`src/rtl/ss_entrada_pkg.sv`:
```
// Shared types and defaults for the Booth multiplier input subsystem.
// Holds the entry FSM state encoding and the default parameter values.
package ss_entrada_pkg;

  typedef enum logic [1:0] {
    IDLE     = 2'd0,
    HOLD     = 2'd1,
    WAIT_REL = 2'd2
  } ent_state_t;

  localparam int DEF_W    = 4;
  localparam int DEF_DEB  = 4;
  localparam int DEF_SYNC = 2;

endpackage

```
`src/rtl/ss_entrada_deb_antirrebote.sv`:
```
// Push-button synchroniser and debouncer.
// Ports: clk, rst (async, active-high), raw button in;
//   stable debounced level, press (rise pulse), release_p (fall pulse).
import ss_entrada_pkg::*;

module antirrebote #(
  parameter int DEB_CYCLES = DEF_DEB,
  parameter int SYNC_FF    = DEF_SYNC
) (
  input  logic clk,
  input  logic rst,
  input  logic raw,
  output logic stable,
  output logic press,
  output logic release_p
);

  localparam int CW = $clog2(DEB_CYCLES + 1);

  logic [SYNC_FF-1:0] sync_q;
  logic [CW-1:0]      cnt_q, cnt_d;
  logic               stable_q, stable_d;
  logic               prev_q;
  logic               lvl;

  assign lvl = sync_q[SYNC_FF-1];

  // The edge that completes DEB_CYCLES differing samples
  // commits the new level, so the count tops out at
  // DEB_CYCLES-1 before the update.
  always_comb begin
    cnt_d    = cnt_q;
    stable_d = stable_q;
    if (lvl == stable_q) begin
      cnt_d = '0;
    end else if (cnt_q == CW'(DEB_CYCLES - 1)) begin
      stable_d = lvl;
      cnt_d    = '0;
    end else begin
      cnt_d = cnt_q + 1'b1;
    end
  end

  always_ff @(posedge clk or posedge rst) begin
    if (rst) begin
      sync_q   <= '0;
      cnt_q    <= '0;
      stable_q <= 1'b0;
      prev_q   <= 1'b0;
    end else begin
      sync_q   <= {sync_q[SYNC_FF-2:0], raw};
      cnt_q    <= cnt_d;
      stable_q <= stable_d;
      prev_q   <= stable_q;
    end
  end

  assign stable    = stable_q;
  assign press     = stable_q & ~prev_q;
  assign release_p = ~stable_q & prev_q;

endmodule

```
`src/rtl/ss_entrada_deb.sv`:
```
// Input stage for the Booth multiplier: syncs A/B and the button,
// captures A/B on each debounced press.
// Ports: clk, rst (async, active-high), A, B, boton, ready in;
//   valid, _A, _B, busy out.
import ss_entrada_pkg::*;

module ss_entrada_deb #(
  parameter int W          = DEF_W,
  parameter int DEB_CYCLES = DEF_DEB,
  parameter int SYNC_FF    = DEF_SYNC
) (
  input  logic         clk,
  input  logic         rst,
  input  logic [W-1:0] A,
  input  logic [W-1:0] B,
  input  logic         boton,
  input  logic         ready,
  output logic         valid,
  output logic [W-1:0] _A,
  output logic [W-1:0] _B,
  output logic         busy
);

  logic [W-1:0] a_sync_q [SYNC_FF];
  logic [W-1:0] b_sync_q [SYNC_FF];
  logic [W-1:0] a_q, a_d, b_q, b_d;
  logic         valid_q, valid_d;
  ent_state_t   state_q, state_d;
  logic         stable, press, rel;

  antirrebote #(
    .DEB_CYCLES(DEB_CYCLES),
    .SYNC_FF   (SYNC_FF)
  ) u_deb (
    .clk      (clk),
    .rst      (rst),
    .raw      (boton),
    .stable   (stable),
    .press    (press),
    .release_p(rel)
  );

  always_ff @(posedge clk or posedge rst) begin
    if (rst) begin
      for (int i = 0; i < SYNC_FF; i++) begin
        a_sync_q[i] <= '0;
        b_sync_q[i] <= '0;
      end
    end else begin
      a_sync_q[0] <= A;
      b_sync_q[0] <= B;
      for (int i = 1; i < SYNC_FF; i++) begin
        a_sync_q[i] <= a_sync_q[i-1];
        b_sync_q[i] <= b_sync_q[i-1];
      end
    end
  end

  always_comb begin
    state_d = state_q;
    valid_d = valid_q;
    a_d     = a_q;
    b_d     = b_q;
    unique case (state_q)
      IDLE: begin
        if (press) begin
          a_d     = a_sync_q[SYNC_FF-1];
          b_d     = b_sync_q[SYNC_FF-1];
          valid_d = 1'b1;
          state_d = HOLD;
        end
      end
      HOLD: begin
        if (valid_q && ready) begin
          valid_d = 1'b0;
          state_d = stable ? WAIT_REL : IDLE;
        end
      end
      WAIT_REL: begin
        if (!stable || rel) state_d = IDLE;
      end
      default: begin
        state_d = IDLE;
        valid_d = 1'b0;
      end
    endcase
  end

  always_ff @(posedge clk or posedge rst) begin
    if (rst) begin
      state_q <= IDLE;
      valid_q <= 1'b0;
      a_q     <= '0;
      b_q     <= '0;
    end else begin
      state_q <= state_d;
      valid_q <= valid_d;
      a_q     <= a_d;
      b_q     <= b_d;
    end
  end

  assign valid = valid_q;
  assign _A    = a_q;
  assign _B    = b_q;
  assign busy  = (state_q != IDLE);

endmodule

```
`config.mk`:
```
export PLATFORM = sky130hd
export DESIGN_NAME = ss_entrada_deb
export DESIGN_NICKNAME = d
export VERILOG_FILES = /design/src/rtl/ss_entrada_pkg.sv /design/src/rtl/ss_entrada_deb_antirrebote.sv /design/src/rtl/ss_entrada_deb.sv
export SDC_FILE = /design/constraint.sdc
export NUM_CORES = 1
export LEC_CHECK = 0
export CAP_MARGIN = 10
export CORE_ASPECT_RATIO = 0.9
export CORE_MARGIN = 2
export CORE_UTILIZATION = 40
export CTS_CLUSTER_DIAMETER = 30
export DETAILED_ROUTE_END_ITERATION = 10
export PLACE_DENSITY = 0.69
export SYNTH_ARGS = -nofsm -noshare
export SYNTH_HDL_FRONTEND = slang
export SYNTH_SLANG_ARGS = --single-unit
```
`constraint.sdc`:
```
create_clock -name clk -period 1.4 [get_ports clk]
set_input_delay 0.21 -clock clk [delete_from_list [all_inputs] [get_ports clk]]
set_output_delay 0.21 -clock clk [all_outputs]
set_load 0.005 [all_outputs]
```
==> run metrics <==
Rows 18; Yosys cell types 18; crit path max-delay cell type dfrtp_1; ys async rst share 1.000; Vias 599; # fillers 222; layout cells sized above 1 0.3061; Area Growth Syn to Fin 37.70%; CTS tree done; Post-synth EDFFs 0; crit path kind flop to flop; crit path max fanout 9; global-route wire length before repair 2884 um; YS warnings 0; PD cells 1224 mW/mm2; count of buffers from port buffering 21; Die Wd 59.24 um; most used flip-flop cell after synthesis dfrtp_1; HPWL Detailed 1040 um; drt pass-1 iters 2; Detailed Route WL 1647 um; diode count 0; routability cong. 0.5964; leading area contributor after synthesis dfrtp_1; DR WL/cell 12.87 um; Setup crit end kind flop; CP Cell Sequence buf_6 -> nor4b_4 -> buf_12 -> mux2_4; critical path launch point state_q[1]$_DFFE_PP0P_; CTS H-tree depth 2; Core Box Area 0.002680 mm2; Clock Path Buffers 2; # DRC 0; RSZ-0062 raised after global routing true; Initial DRC Count 5; ranking of synthesized cells by area dfrtp_1 (77%), mux2_2 (9.2%), nor4b_4 (2.2%); failing checks negative setup slack; CTS buffer count 5; Mapped Cells 61; DRT antenna net count 0; Arr. time, crit path 1670 ps; #FFs+latches synth 34; clk_lat worst skew 330 ps; synthesized cell area 0.001099 mm2; Hold Fails Final Rpt 0; clk sink count 34; status finished with violations; Initial Util 0.4099; Finished Cell Area 0.001513 mm2; vias in the first global route 683; Pleak 0.7371 nW; IO Pins 22; placed instance area 0.001401 mm2; crit-path max cell delay 410 ps; Worst-path clk slew 110 ps; Final Skew 9.955 ps; total gr overflow 0; CP Data Required Time 1620 ps; Final Util 0.5644; Synth top area share 0.7745; Tot GR Track Use 0.1357; final slew viol count 0; Worst setup SP type flop; initial antenna violation count 0; Total Neg Setup Slack -272.5 ps; setup ws final -47.91 ps; max frequency 690.6 MHz; Syn Area/Cell 18.01 um2; # setup viols final 8; reg2reg start state_q[1]$_DFFE_PP0P_; Max-Slew Margin vs Limit 0.8169; worst IR drop on VDD 0.0007006 V; final worst path period need 1448 ps; Period Utilization, post-route 1.034; count leader, synth dfrtp_1; sequential cell area fraction in the yosys report 0.7745; die span in y 53.72 um; max cap viols 0; Post-synth top cells dfrtp_1 (34), mux2_2 (9), nor2b_1 (3); Final #Nets 110; root buffer cell clkbuf_4; routed vias/inst 4.680; largest net degree at the start of global routing 35; Min-Delay Path Class primary input to asynchronous set/reset pin; Fin Hold WS 206.4 ps; Die ar. 0.003182 mm2; Worst Tran Pin Value 273.5 ps; syn nets 74
final timing paths:
kind,to,slack (ps),depth (start not counted)
worst max-delay path,_B[2]$_DFFE_PP0P_,-50,4
worst min-delay path,b_sync_q[0]$_DFF_PP0_,210,3
worst max register to register,_B[2]$_DFFE_PP0P_,-50,4
worst min register to register,b_sync_q[0]$_DFF_PP0_,350,0
max in group asynchronous,u_deb.sync_q[0]$_DFF_PP0_,1020,3
min in group clk,a_sync_q[5]$_DFF_PP0_,310,1
kinds of logic after synthesis:
kind of cell             synth area share
adder cells (fa/ha/maj)           0.01139
AO/OA/AOI/OAI                     0.02847
multiplexers                      0.09226
AND/OR/NAND/NOR                   0.08201
flip-flops                         0.7745
buffers and inverters            0.003414
XOR/XNOR                         0.007974
critical path, delay by kind of cell, from the launching register on:
| family | cells | cell delay [ps] |
|---|---|---|
| buffers and inverters | 2 | 310 |
| multiplexers | 1 | 300 |
| AND/OR/NAND/NOR | 1 | 310 |
| flip-flops | 1 | 410 |
power by group:
part           switching [mW]  internal (mW)  total (mW)
registers              0.0385           1.06        1.10
clock network           0.322          0.241       0.563
logic                  0.0758          0.114       0.190
total                   0.436           1.42        1.85
per-stage QoR:
step	total power [mW]	std cells	worst slack, ps
floorplan	1.221	61	-6.011
CTS	1.885	127	-50.61
finish	1.851	128	-47.91
detailed placement	1.312	116	23.52
global route	1.963	128	-85.21
global placement	1.301	116	32.20
per-layer routing:
layer,global-route usage,part of all wire,up-vias
li1,-,-,277
met1,0.1467,0.43,296
met2,0.2125,0.47,21
met3,0.07933,0.077,5
met4,0.06818,0.026,0
met5,0,0,-
layout make-up:
cell class,count,area (um2),area share
clock buffer,6,51.30,0.03391
tap,30,37.54,0.02481
sequential,34,850.8,0.5624
clock inverter,2,12.51,0.008271
inverter,1,3.754,0.002481
multi-input combinational,26,274.0,0.1811
timing repair buffer,29,282.8,0.1869
flip-flops by register name (all words and copies together) (netlist names):
signal and cells:
state_q 2, u_deb.cnt_q 3, a_sync_q 8, valid 1, u_deb.stable 1, b_sync_q 8, u_deb.sync_q 2, _A 4
_B 4, u_deb.prev_q 1
layout by cell type, fill, tap and decap left out, types with 2 or more instances in the layout:
| cell type | count |
|---|---|
| nor2b_1 | 3 |
| mux2_4 | 8 |
| buf_12 | 2 |
| dfrtp_1 | 34 |
| buf_4 | 5 |
| dlygate4sd2_1 | 9 |
| clkbuf_4 | 5 |
| clkdlybuf4s50_1 | 11 |
timing repair:
item	in CTS	in global routing
pin swaps	1	0
gates resized for setup	18	3
hold buffers	0	0
setup buffers	3	1
setup endpoints to repair	10	9
Power figures use the tool's default switching activity.
